`src/rtl/mem_pkg.sv`:
```
// Shared memory-stage definitions: SRAM controller state encoding and default mapping constants.
package mem_pkg;

   typedef enum logic [1:0] {
      IDLE = 2'd0,
      LO   = 2'd1,
      HI   = 2'd2,
      DONE = 2'd3
   } sram_state_t;

   localparam int DATA_MEM_BASE     = 1024;
   localparam int SRAM_WAIT_DEFAULT = 1;

endpackage

```
`src/rtl/sram_phase_counter.sv`:
```
// Wait-state counter for one 16-bit SRAM half; tc flags the last cycle of the phase.
module sram_phase_counter
   import mem_pkg::*;
#(
   parameter int WAIT_CYCLES = SRAM_WAIT_DEFAULT
) (
   input  logic       clk,
   input  logic       rst,
   input  logic       clear,
   input  logic       enable,
   output logic [2:0] cnt,
   output logic       tc
);

   assign tc = (cnt == 3'(WAIT_CYCLES));

   always_ff @(posedge clk or negedge rst) begin
      if (!rst) begin
         cnt <= 3'd0;
      end else if (clear) begin
         cnt <= 3'd0;
      end else if (enable) begin
         cnt <= cnt + 3'd1;
      end
   end

endmodule

```
`src/rtl/sram_controller.sv`:
```
// Memory-stage controller: splits a 32-bit load/store into two 16-bit SRAM accesses, low half first.
module sram_controller
   import mem_pkg::*;
#(
   parameter int WAIT_CYCLES = SRAM_WAIT_DEFAULT,
   parameter int BASE_ADDR   = DATA_MEM_BASE,
   parameter int SRAM_AW     = 18,
   parameter int SRAM_DW     = 16
) (
   input  logic               clk,
   input  logic               rst,
   input  logic               wr_en,
   input  logic               rd_en,
   input  logic [31:0]        address,
   input  logic [31:0]        write_data,
   output logic [31:0]        read_data,
   output logic               ready,
   output logic [SRAM_AW-1:0] sram_addr,
   output logic [SRAM_DW-1:0] sram_dq_out,
   input  logic [SRAM_DW-1:0] sram_dq_in,
   output logic               sram_dq_oe,
   output logic               sram_we_n
);

   sram_state_t        state_reg;
   logic [SRAM_AW-2:0] word_reg;
   logic [15:0]        wdata_hi_reg;
   logic               op_wr_reg;

   logic               req;
   logic [31:0]        off;
   logic               busy;
   logic               tc;
   logic [2:0]         cnt;
   logic               unused_off_bits;

   assign req  = rd_en | wr_en;
   assign off  = address - 32'(BASE_ADDR);
   assign busy = (state_reg == LO) || (state_reg == HI);

   // Byte offset bits and bits above the SRAM span are dropped without a range check.
   assign unused_off_bits = ^{off[31:SRAM_AW+1], off[1:0], cnt};

   assign ready = ((state_reg == IDLE) && !req) || (state_reg == DONE);

   sram_phase_counter #(
      .WAIT_CYCLES (WAIT_CYCLES)
   ) u_phase_counter (
      .clk    (clk),
      .rst    (rst),
      .clear  (!busy || tc),
      .enable (busy),
      .cnt    (cnt),
      .tc     (tc)
   );

   // SRAM pins are registered and loaded on the transition into each phase,
   // so they are stable for every cycle the phase lasts.
   always_ff @(posedge clk or negedge rst) begin
      if (!rst) begin
         state_reg    <= IDLE;
         word_reg     <= '0;
         wdata_hi_reg <= '0;
         op_wr_reg    <= 1'b0;
         read_data    <= '0;
         sram_addr    <= '0;
         sram_dq_out  <= '0;
         sram_dq_oe   <= 1'b0;
         sram_we_n    <= 1'b1;
      end else begin
         case (state_reg)
            IDLE: begin
               if (req) begin
                  state_reg    <= LO;
                  word_reg     <= off[SRAM_AW:2];
                  wdata_hi_reg <= write_data[31:16];
                  op_wr_reg    <= wr_en;
                  sram_addr    <= {off[SRAM_AW:2], 1'b0};
                  sram_dq_out  <= wr_en ? write_data[15:0] : '0;
                  sram_dq_oe   <= wr_en;
                  sram_we_n    <= !wr_en;
               end
            end
            LO: begin
               if (tc) begin
                  state_reg   <= HI;
                  sram_addr   <= {word_reg, 1'b1};
                  sram_dq_out <= op_wr_reg ? wdata_hi_reg : '0;
                  if (!op_wr_reg) begin
                     read_data[15:0] <= sram_dq_in;
                  end
               end
            end
            HI: begin
               if (tc) begin
                  state_reg   <= DONE;
                  sram_addr   <= '0;
                  sram_dq_out <= '0;
                  sram_dq_oe  <= 1'b0;
                  sram_we_n   <= 1'b1;
                  if (!op_wr_reg) begin
                     read_data[31:16] <= sram_dq_in;
                  end
               end
            end
            DONE: begin
               state_reg <= IDLE;
            end
            default: begin
               state_reg <= IDLE;
            end
         endcase
      end
   end

endmodule

```
`config.mk`:
```
export PLATFORM = sky130hd
export DESIGN_NAME = sram_controller
export DESIGN_NICKNAME = d
export VERILOG_FILES = /design/src/rtl/mem_pkg.sv /design/src/rtl/sram_phase_counter.sv /design/src/rtl/sram_controller.sv
export SDC_FILE = /design/constraint.sdc
export NUM_CORES = 1
export LEC_CHECK = 0
export CAP_MARGIN = 20
export CORE_ASPECT_RATIO = 0.75
export CORE_MARGIN = 3
export CORE_UTILIZATION = 35
export DETAILED_ROUTE_END_ITERATION = 16
export PLACE_DENSITY = 0.68
export SETUP_SLACK_MARGIN = 0.3
export SLEW_MARGIN = 10
export SYNTH_ARGS = -nofsm -noshare
export SYNTH_HDL_FRONTEND = slang
export SYNTH_SLANG_ARGS = --single-unit
```
`constraint.sdc`:
```
create_clock -name clk -period 2.11 [get_ports clk]
set_input_delay 0.422 -clock clk [delete_from_list [all_inputs] [get_ports clk]]
set_output_delay 0.422 -clock clk [all_outputs]
set_load 0.01 [all_outputs]
```
After elaboration in Yosys (flattened, before gate mapping)
Cells that the tools add are included.
{"block": "word_totals", "regBits": 107, "word_cells": 61}
{"block": "classes", "n_eq_ne": 7, "addsub": 2, "bitwise_logic": 2, "reduce_logical": 17, "mux": 22}
{"operator": "two-way mux 16 bit", "n": 5}
{"operator": "two-way mux 18 bit", "n": 3}
{"operator": "one-hot mux 18 bit (3 select lines)", "n": 1}
{"operator": "one-hot mux 16 bit (3 select lines)", "n": 1}
{"operator": "subtractor 19 x 11 -> 19 bit, second input constant", "n": 1}
{"operator": "AND reduction 3 bit", "n": 4}
{"operator": "one-hot mux 2 bit (4 select lines)", "n": 1}
{"operator": "two-way mux 2 bit", "n": 3}
{"operator": "two-way mux 3 bit", "n": 2}
{"operator": "!= test 2 bit, second input constant", "n": 3}
{"operator": "== test 2 bit, second input constant", "n": 2}
{"operator": "two-way mux 1 bit", "n": 4}
{"operator": "one-hot mux 1 bit (2 select lines)", "n": 2}
{"operator": "AND reduction 4 bit", "n": 1}
{"operator": "nonzero test 2 bit", "n": 2}
{"operator": "adder 3 x 1 -> 3 bit, second input constant", "n": 1}
{"operator": "== test 3 x 1 -> 1 bit, second input constant", "n": 1}
{"operator": "logical NOT 1 bit", "n": 3}
{"operator": "logical OR 1 bit", "n": 3}
{"operator": "nonzero test 3 bit", "n": 1}
{"operator": "== test 2 x 1 -> 1 bit, second input constant", "n": 1}
{"operator": "logical NOT 2 bit", "n": 1}
{"operator": "AND reduction 2 bit", "n": 1}
{"operator": "logical AND 1 bit", "n": 1}
{"operator": "2 further kinds", "n": 2}

Depth between registers and ports, before layout
Gate-level depths: netlist of run 1.
{"block": "logic_depth", "depth_word": 5, "depth_mapped": 8}

Cells and area by module
Synthesis of run 1 repeated with hierarchy kept, for this count alone.
{"block": "unflattened", "cells_unflattened": 384, "area_unflattened_um2": 4581.9}
{"module": "sram_controller", "n_inst": 1, "area_each_um2": 4419.2, "cells_each": 369}
{"module": "sram_phase_counter", "n_inst": 1, "area_each_um2": 162.7, "cells_each": 15}

Least setup slack after synthesis of run 1
No wires, ideal clock.
{"block": "synth_path", "kind": "register to register", "start": "reg state_reg[0]", "end": "reg sram_addr[0]", "slack_ps": 228, "path_stages_with_launch": 7, "period_less_slack_ps": 1882, "required_ps": 1985, "setup_time_ps": 125, "t_arrival_ps": 1758, "path_cell_list": "dfrtp_1 -> inv_1 -> ha_1 -> or2_1 -> a221oi_2 -> buf_4 -> mux2_2"}
{"block": "synth_between", "elab_chain_cells": 3, "word_cells_on_any_way": 9}
{"element": "start: declaration", "line": "sram_controller.sv:25", "rtl": "sram_state_t state_reg;"}
{"element": "start signal: assignment", "line": "sram_controller.sv:61", "rtl": "state_reg <= IDLE;"}
{"element": "start signal: assignment", "line": "sram_controller.sv:74", "rtl": "state_reg <= LO;"}
{"element": "start signal: assignment", "line": "sram_controller.sv:86", "rtl": "state_reg <= HI;"}
{"element": "== test 2 bit (tied with other cells)", "line": "sram_controller.sv:71", "rtl": "case (state_reg)"}
{"element": "!= test 2 bit (no source line) / nonzero test 3 bit (equally long branches)"}
{"element": "AND reduction 4 bit (no source line)"}
{"element": "end signal: assignment", "line": "sram_controller.sv:78", "rtl": "sram_addr <= {off[SRAM_AW:2], 1'b0};"}
{"element": "end signal: assignment", "line": "sram_controller.sv:87", "rtl": "sram_addr <= {word_reg, 1'b1};"}
{"element": "end: declaration", "line": "sram_controller.sv:18", "rtl": "output logic [SRAM_AW-1:0] sram_addr,"}
Parallel ways exist; a longest one is shown, timed or not.
A chain may end at the register's enable or synchronous reset.

Worst setup path in the final report of run 1
{"block": "layout_path", "start": "reg state_reg[0]", "end": "reg sram_addr[8]"}
The elaborated chain is that of the path after synthesis.

==> results.py, run 1 <==
metrics = {
    "route": {
        "post_drt_wl_per_cell_um": 17.5,
        "routed_via_density": 4.96,
        "vias": 3524,
        "firstDrtPassIters": 4,
        "remaining_drc_errors": 0,
        "drt_wl_total_mm": 12.4,
        "ant_nets": 0,
        "drtIter0Drc": 118,
    },
    "synth": {
        "yosysSeqAreaShare_pct": 58.9,
        "netlist_area_mm2": 0.00455,
        "synth_edf_count": 0,
        "synthDistinctLibCells": 38,
        "syn_area_per_cell_um2": 12.3,
        "ys_async_sr_fraction_pct": 100,
        "syn_nets": 463,
        "synth_cells": 371,
        "ys.warnings.count": 0,
        "ys_ff_latch": 107,
        "ys.flop_type": "dfrtp_1",
    },
    "timing": {
        "fin_skew_ns": 0.00976,
        "fin_ws_ns": 0.189,
        "setup_viol": 0,
        "fin_crit_ns": 1.92,
        "slew_violations": 0,
        "final.period_utilization_pct": 91.1,
        "final-hold-violation-count": 0,
        "max_freq_mhz": 520,
        "grt_setup_unrepaired": "yes",
        "maxSlewHeadroom_pct": 68.5,
        "worst_pin_slew_ns": 0.472,
        "setup_tns_ns": 0,
    },
    "clock_tree": {
        "numCtsBuffers": 9,
        "clk_pin_slew_worst_paths_ns": 0.07,
        "clk_latency_ns": 0.34,
        "cts_root_buf": "clkbuf_16",
        "htreeDepth": 3,
        "ctsHoldBuffers": 0,
        "clk_path_buf_depth": 2,
        "cts_tree": "done",
        "clock-sinks": 107,
    },
    "worst_setup_path": {
        "cp_max_fo": 7,
        "setup.worst_path.start": "state_reg[0]",
        "path_class": "flip-flop to flip-flop",
        "timing.rr.start": "state_reg[0]",
        "cp.arrival_ns": 2.14,
        "start_kind": "flip-flop",
        "cp.required_ns": 2.33,
        "end_kind": "flip-flop",
    },
    "finish": {
        "largest_reg_flops": 32,
        "seq_area_mm2": 0.00268,
        "area_growth_pct": 58.5,
        "multi_input_area_mm2": 0.00211,
        "nets": 632,
        "layout-drive-gt1-share_pct": 35.6,
        "num-fill-cells": 1036,
        "antennaDiodeCount": 0,
    },
    "floorplan": {
        "rows": 35,
        "die-area_mm2": 0.0144,
        "start_util_pct": 36.5,
        "coreArea_mm2": 0.0125,
        "die_x_um": 138,
        "die_h_um": 105,
        "io_pins": 153,
    },
    "pwr": {
        "powerDensity_mw_per_mm2": 1770,
        "ir_drop_uv": 919,
        "p_leak_nw": 2.96,
    },
    "global_routing": {
        "grt_first_pass_wirelength_mm": 19.5,
        "antenna_found_initial": 0,
        "first_global_vias": 3808,
        "track_usage_pct": 17.2,
        "grt.overflow.total": 0,
        "grt_start_max_net_pins": 50,
    },
    "flow_run": {
        "drv_cap": 0,
    },
    "placed_design": {
        "dp_hpwl_mm": 8.07,
        "gp_congestion": 0.776,
        "dp_worst_setup_slack_ns": -0.136,
        "portBuffers": 137,
    },
    "run_status": {
        "status": "completed",
    },
    "worst_hold_path": {
        "hold_class": "input pin to asynchronous set/reset pin",
    },
}
## worst max-delay path, cell delays in order (launching register included)
cell       delay (ns)
dfrtp_2          0.46
inv_4            0.06
ha_4             0.16
or2_4            0.24
a221oi_4         0.24
buf_6            0.17
buf_6            0.13
bufbuf_16        0.27
a21oi_1          0.07
## cells in the mapped netlist, types with 2 or more instances
master	count	area, um^2
and2_1	2	12.5
buf_2	10	50.1
nand2_1	18	67.6
nor2_1	38	143
o32a_1	3	30.0
dfrtp_1	106	2650
o211ai_1	2	15.0
a22oi_1	26	195
o21ai_1	2	10.0
nor3b_1	5	37.5
xnor2_1	6	52.6
ha_1	8	100
a21oi_1	32	160
a2bb2oi_1	2	17.5
nor4_1	2	12.5
inv_1	9	33.8
buf_4	2	15.0
mux2i_1	2	20.0
nand3_1	2	10.0
mux2_2	57	642
nand2b_1	3	18.8
clkbuf_1	9	33.8
o21ai_0	10	50.1
## per-stage QoR
stage / power (mW) / util (%) / instances / hold slack, ns / instance area, um^2
after floorplan: 6.52 / - / 371 / 0.126 / 4560
after global placement: 8.72 / 50.2 / 676 / 0.408 / 6260
after detailed placement: 8.93 / 50.2 / 676 / 0.415 / 6260
after CTS: 11.5 / 54.5 / 705 / 0.0426 / 6810
after global routing: 13.6 / 57.8 / 711 / 0.0558 / 7210
final: 12.8 / 57.8 / 711 / 0.0307 / 7210
## cell type report
cell class,instances,share of cell area [%]
flip-flops and latches,107,37.2
multi-input cells,233,29.3
repair buffers,180,26.3
clock buffers,11,3.37
well taps,166,2.88
inverters,9,0.538
clock inverters,5,0.520
## worst paths after layout
| path | cells past startpoint | endpoint | slack, ns |
|---|---|---|---|
| setup / recovery | 8 | sram_addr[8] | 0.19 |
| hold / removal | 1 | read_data[17] | 0.03 |
| setup reg to reg | 8 | sram_addr[8] | 0.19 |
| hold reg to reg | 1 | u_phase_counter.cnt[0] | 0.47 |
| max in group asynchronous | 2 | read_data[20] | 1.37 |
| min in group clk | 2 | word_reg[8] | 0.38 |
## timing repair
action,4_1_cts,5_1_grt
pin swaps,2,4
resized for setup,35,89
setup endpoints to repair,54,69
cloned,4,2
buffers inserted,9,4
## cells in the final DEF, fill, tap and decap left out, types with 2 or more instances in the layout
cell type,count
a21oi_1,7
a21oi_2,25
a22oi_1,26
a2bb2oi_1,2
buf_12,5
buf_16,2
buf_4,25
buf_6,9
clkbuf_16,11
clkdlybuf4s50_1,133
clkinvlp_4,2
dfrtp_1,104
dfrtp_2,2
ha_1,5
ha_4,3
inv_1,7
inv_4,2
mux2_2,56
mux2i_1,2
nand2_1,15
nand2_2,3
nand3_1,2
nor2_1,10
nor2_2,6
nor2_4,22
nor3b_1,3
nor3b_4,3
nor4_1,2
o211ai_1,2
o21ai_0,10
o32a_1,3
xnor2_1,6
## routing by layer
layer	track usage, %	wire length, um	up-vias
met4	4.56	146	0
met5	0	0	-
met2	28.1	6250	93
met3	4.86	663	14
met1	22.5	5390	1771
li1	-	-	1646
## logic make-up (layout without fill, tap and decap cells)
logic type | count (synthesis) | in the layout | synth area share [%]
buffers and inverters | 31 | 205 | 3.16
multiplexers | 60 | 60 | 14.8
XOR/XNOR | 7 | 7 | 1.35
AO/OA/AOI/OAI | 81 | 81 | 11.4
adder cells (fa/ha/maj) | 8 | 8 | 2.20
flip-flops | 107 | 107 | 58.9
AND/OR/NAND/NOR | 77 | 77 | 8.22
## power breakdown
group / internal [mW] / switching (mW) / total (mW)
registers: 3.13 / 0.722 / 3.85
logic: 4.06 / 3.26 / 7.32
clock network: 0.838 / 0.755 / 1.59
Note: power is estimated with default switching activity, not from simulation.
==> inputs of run 2 (changes only) <==
--- a/config.mk
+++ b/config.mk
@@ -10,6 +10,7 @@
 export CORE_MARGIN = 3
 export CORE_UTILIZATION = 35
 export DETAILED_ROUTE_END_ITERATION = 16
+export MAX_ROUTING_LAYER = met4
 export PLACE_DENSITY = 0.68
 export SETUP_SLACK_MARGIN = 0.3
 export SLEW_MARGIN = 10
==> run 2 against run 1 <==
Effect of this change:
- combinational power is essentially flat
- design area is essentially flat
- sequential share of layout area is essentially flat
- largest power group unchanged
- global-route usage grew 0.48 points
- via count grew 0.11%
==> results.py, run 2 (synthesized netlist as in run 1, its figures left out) <==
metrics = {
    "run_status": {
        "status": "completed",
    },
    "route": {
        "drt_wl_total_mm": 12.5,
        "firstDrtPassIters": 4,
        "post_drt_wl_per_cell_um": 17.6,
        "drtIter0Drc": 126,
        "routed_via_density": 4.96,
        "remaining_drc_errors": 0,
        "vias": 3528,
        "ant_nets": 0,
    },
    "finish": {
        "layout_common_cells": "clkdlybuf4s50_1 (133), dfrtp_1 (104), mux2_2 (56)",
        "largest_reg_flops": 32,
        "fin_cells": 711,
        "layout.cells.most_common": "clkdlybuf4s50_1",
        "final_cell_area_mm2": 0.00722,
        "nets": 632,
        "antennaDiodeCount": 0,
        "area_growth_pct": 58.6,
        "multi_input_area_mm2": 0.00211,
        "num-fill-cells": 1037,
        "layout-drive-gt1-share_pct": 35.6,
        "seq_area_mm2": 0.00268,
    },
    "timing": {
        "fin_skew_ns": 0.0105,
        "hold_ws_ns": 0.0353,
        "slew_violations": 0,
        "fin_ws_ns": 0.175,
        "grt_setup_unrepaired": "yes",
        "final-hold-violation-count": 0,
        "final.period_utilization_pct": 91.7,
        "worst_pin_slew_ns": 0.484,
        "max_freq_mhz": 517,
        "setup_viol": 0,
        "maxSlewHeadroom_pct": 67.8,
        "fin_crit_ns": 1.94,
    },
    "worst_setup_path": {
        "cp.arrival_ns": 2.16,
        "cp_max_fo": 7,
        "start_kind": "flip-flop",
        "path_class": "flip-flop to flip-flop",
        "cp.required_ns": 2.33,
        "end_kind": "flip-flop",
    },
    "global_routing": {
        "first_global_vias": 3808,
        "antenna_found_initial": 0,
        "grt_start_max_net_pins": 50,
        "grt.overflow.total": 0,
        "track_usage_pct": 17.7,
        "grt_first_pass_wirelength_mm": 19.5,
    },
    "clock_tree": {
        "numCtsBuffers": 9,
        "htreeDepth": 3,
        "cts_root_buf": "clkbuf_16",
        "clk_path_buf_depth": 2,
        "clk_pin_slew_worst_paths_ns": 0.07,
        "cts_tree": "done",
        "clk_latency_ns": 0.35,
        "clock-sinks": 107,
    },
    "pwr": {
        "switching_share_pct": 37.1,
        "powerDensity_mw_per_mm2": 1770,
        "switchingPower_mw": 4.74,
        "ir_drop_uv": 919,
        "seqPwrFrac_pct": 30.1,
        "power_mw": 12.8,
        "combPwrFrac_pct": 57.4,
        "power.share.clock_pct": 12.5,
        "p_leak_nw": 2.96,
        "p_int_mw": 8.04,
    },
    "flow_run": {
        "drv_cap": 0,
    },
    "floorplan": {
        "rows": 35,
        "die-area_mm2": 0.0144,
        "start_util_pct": 36.5,
        "die_x_um": 138,
        "coreArea_mm2": 0.0125,
        "die_h_um": 105,
        "io_pins": 153,
    },
    "placed_design": {
        "dp_hpwl_mm": 8.07,
        "portBuffers": 137,
        "dp_worst_setup_slack_ns": -0.136,
        "place_area_mm2": 0.00626,
        "dp.cells": 676,
        "gp_congestion": 0.787,
    },
    "worst_hold_path": {
        "hold_class": "input pin to asynchronous set/reset pin",
    },
}
[run 2: cell counts in the layout (fill, tap and decap cells not counted)]
Identical to the previous run, type by type.
[run 2: layout make-up]
cell class,count,area share [%]
Timing Repair Buffer,180,26.3
Sequential cell,107,37.2
Clock inverter,5,0.520
Tap cell,166,2.88
Inverter,9,0.538
Clock buffer,11,3.36
Multi-Input combinational cell,233,29.2
[run 2: what timing repair did]
| item | in CTS | in global routing |
|---|---|---|
| gates resized for setup | 35 | 90 |
| gates cloned | 4 | 2 |
| hold buffers | 0 | 0 |
| buffers inserted | 9 | 4 |
| endpoints found under the setup margin | 54 | 69 |
| pin swaps | 2 | 4 |
[run 2: final timing paths]
path | startpoint | end | slack [ns] | depth (start not counted)
worst max-delay path | state_reg[0] | sram_addr[8] | 0.17 | 8
worst min-delay path | rst | read_data[17] | 0.04 | 1
worst max register to register | state_reg[0] | sram_addr[8] | 0.17 | 8
worst min register to register | u_phase_counter.cnt[0] | u_phase_counter.cnt[0] | 0.47 | 1
max in group asynchronous | rst | read_data[20] | 1.36 | 2
min in group clk | address[10] | word_reg[8] | 0.38 | 2
[run 2: worst max-delay path: stages (launching register included)]
cell	delay, ns
dfrtp_2	0.46
inv_4	0.07
ha_4	0.16
or2_4	0.24
a221oi_4	0.24
buf_6	0.17
buf_6	0.13
bufbuf_16	0.27
a21oi_1	0.07
[run 2: per-layer routing]
| layer | wire length, um | vias to the layer above | global-route usage (%) |
|---|---|---|---|
| met5 | 0 | - | - |
| met4 | 144 | 0 | 4.56 |
| met3 | 476 | 14 | 3.95 |
| met2 | 6280 | 82 | 28.1 |
| met1 | 5590 | 1783 | 23.1 |
| li1 | - | 1649 | - |
[run 2: through the flow]
step | TNS [ns] | utilization [%]
floorplan | 0 | -
global placement | -1.52 | 50.2
detailed placement | -2.70 | 50.2
CTS | 0 | 54.5
global route | 0 | 57.8
finish | 0 | 57.8
[run 2: power groups by stage]
stage | logic, mW | registers [mW] | clock network (mW)
after floorplan | 2.58 | 3.94 | 0
after global placement | 5.05 | 3.67 | 0
after detailed placement | 5.22 | 3.72 | 0
after CTS | 6.18 | 3.71 | 1.64
after global routing | 7.88 | 3.98 | 1.74
final | 7.34 | 3.85 | 1.59
==> inputs of run 3 (changes only) <==
--- a/config.mk
+++ b/config.mk
@@ -10,6 +10,7 @@
 export CORE_MARGIN = 3
 export CORE_UTILIZATION = 35
 export DETAILED_ROUTE_END_ITERATION = 16
+export GPL_TIMING_DRIVEN = 0
 export MAX_ROUTING_LAYER = met4
 export PLACE_DENSITY = 0.68
 export SETUP_SLACK_MARGIN = 0.3
==> run 3 against run 2 <==
Effect of this change:
- first-iteration DRC count grew 37%
- clock-buffer cell count grew 3
- design area shrank 6.0%
- global-route usage shrank 0.12 points
- register-to-register slack gained 0.05 ns
- total power shrank 11%
- routed wire length shrank 2.6%
- non-clock buffer count shrank 6
- critical path depth shrank 1
- clock skew shrank 0.0030 ns
- maximum frequency grew 2.6%
- highest routed layer unchanged
==> results.py, run 3 (synthesized netlist as in run 1, its figures left out) <==
metrics = {
    "clock_tree": {
        "clk_pin_slew_worst_paths_ns": 0.06,
        "clk_path_buf_depth": 2,
        "numCtsBuffers": 9,
        "clock-sinks": 107,
        "cts_root_buf": "clkbuf_16",
        "clk_latency_ns": 0.34,
        "htreeDepth": 3,
        "cts_tree": "done",
    },
    "route": {
        "post_drt_wl_per_cell_um": 17.2,
        "vias": 3551,
        "drtIter0Drc": 173,
        "firstDrtPassIters": 4,
        "ant_nets": 0,
        "drt_wl_total_mm": 12.2,
        "remaining_drc_errors": 0,
        "routed_via_density": 5.04,
    },
    "worst_setup_path": {
        "cp.required_ns": 2.33,
        "setup.worst_path.start": "state_reg[1]",
        "r2r_slack_ns": 0.22,
        "cp.arrival_ns": 2.11,
        "r2r_cells": 7,
        "path_class": "flip-flop to flip-flop",
        "end_kind": "flip-flop",
        "r2r_end": "sram_addr[14]",
        "critPathCapture": "sram_addr[14]",
        "cp_max_fo": 7,
        "start_kind": "flip-flop",
        "timing.rr.start": "state_reg[1]",
    },
    "pwr": {
        "p_leak_nw": 2.86,
        "ir_drop_uv": 684,
        "power_mw": 11.4,
        "powerDensity_mw_per_mm2": 1670,
    },
    "finish": {
        "area_growth_pct": 49.0,
        "num-fill-cells": 1067,
        "nets": 626,
        "layout.cells.most_common": "clkdlybuf4s50_1",
        "layout_common_cells": "clkdlybuf4s50_1 (133), dfrtp_1 (106), mux2_2 (57)",
        "final_util_pct": 54.3,
        "largest_reg_flops": 32,
        "final_cell_area_mm2": 0.00678,
        "layout-drive-gt1-share_pct": 23.2,
        "antennaDiodeCount": 0,
    },
    "global_routing": {
        "grt.overflow.total": 0,
        "grt_start_max_net_pins": 67,
        "grt_first_pass_wirelength_mm": 19.3,
        "first_global_vias": 3710,
        "track_usage_pct": 17.6,
        "antenna_found_initial": 0,
    },
    "timing": {
        "setup_viol": 0,
        "fin_crit_ns": 1.89,
        "final.period_utilization_pct": 89.4,
        "maxSlewHeadroom_pct": 67.7,
        "max_freq_mhz": 530,
        "fin_skew_ns": 0.00752,
        "slew_violations": 0,
        "final-hold-violation-count": 0,
        "worst_pin_slew_ns": 0.484,
        "grt_setup_unrepaired": "yes",
    },
    "floorplan": {
        "die_x_um": 138,
        "io_pins": 153,
        "start_util_pct": 36.5,
        "coreArea_mm2": 0.0125,
        "die-area_mm2": 0.0144,
        "die_h_um": 105,
        "rows": 35,
    },
    "flow_run": {
        "drv_cap": 0,
    },
    "placed_design": {
        "dp_hpwl_mm": 8.64,
        "place_area_mm2": 0.00616,
        "portBuffers": 137,
        "gp_congestion": 0.805,
    },
    "worst_hold_path": {
        "hold_class": "input pin to flip-flop",
        "hold_depth": 2,
    },
    "run_status": {
        "status": "completed",
    },
}
-- run 3: final cells by class --
class                           instances  area (um^2)  area share [%]
Buffer                                 22          228            3.36
Clock buffer                           14          244            3.60
Clock inverter                          2         37.5           0.554
Inverter                                9         33.8           0.498
Multi-Input combinational cell        233         1810            26.8
Sequential cell                       107         2680            39.5
Tap cell                              166          208            3.06
Timing Repair Buffer                  152         1540            22.7
-- run 3: metrics by stage --
stage	setup TNS [ns]	setup WS, ns	hold WS, ns	cells
2_1_floorplan	0	0.286	0.126	371
3_3_place_gp	-372.57	-3.42	0.448	674
3_5_place_dp	-11.42	-0.390	0.365	675
4_1_cts	0	0.0936	0.481	700
5_1_grt	0	0.163	0.446	705
6_report	0	0.224	0.422	705
-- run 3: repair_timing --
| action | 4_1_cts | 5_1_grt |
|---|---|---|
| endpoints found under the setup margin | 98 | 96 |
| gates resized for setup | 40 | 38 |
| pin swaps | 3 | 1 |
| hold buffers | 1 | 0 |
| buffers inserted | 8 | 4 |
| cloned | 0 | 1 |
| endpoints found under the hold margin | 7 | 0 |
-- run 3: critical path: stages (launching register included) --
cell	delay, ns
dfrtp_1	0.41
buf_6	0.14
ha_4	0.16
or2_4	0.24
a221oi_4	0.29
buf_6	0.19
nand2_1	0.06
o32a_1	0.28
-- run 3: per-layer routing --
metal  share of wire (%)  GRT usage (%)  vias up  routed length, um
met5                   0              -        -                  0
li1                    -              -     1639                  -
met4                 1.7           5.34        0                204
met2                  48           27.0      113               5820
met1                  45           23.4     1782               5470
met3                 5.5           3.95       17                665
-- run 3: how the worst min path moves through the flow --
| stage | start | endpoint |
|---|---|---|
| after floorplan | rst | op_wr_reg |
| after global placement | u_phase_counter.cnt[0] | u_phase_counter.cnt[0] |
| after detailed placement | rst | read_data[1] |
| after CTS | u_phase_counter.cnt[0] | u_phase_counter.cnt[0] |
| after global routing | address[10] | word_reg[8] |
| final | address[10] | word_reg[8] |
-- run 3: power by group --
| part | total, mW | switching [mW] | internal, mW |
|---|---|---|---|
| logic | 6.00 | 2.69 | 3.30 |
| registers | 3.71 | 0.584 | 3.13 |
| clock network | 1.64 | 0.717 | 0.924 |
| total | 11.4 | 4.00 | 7.36 |
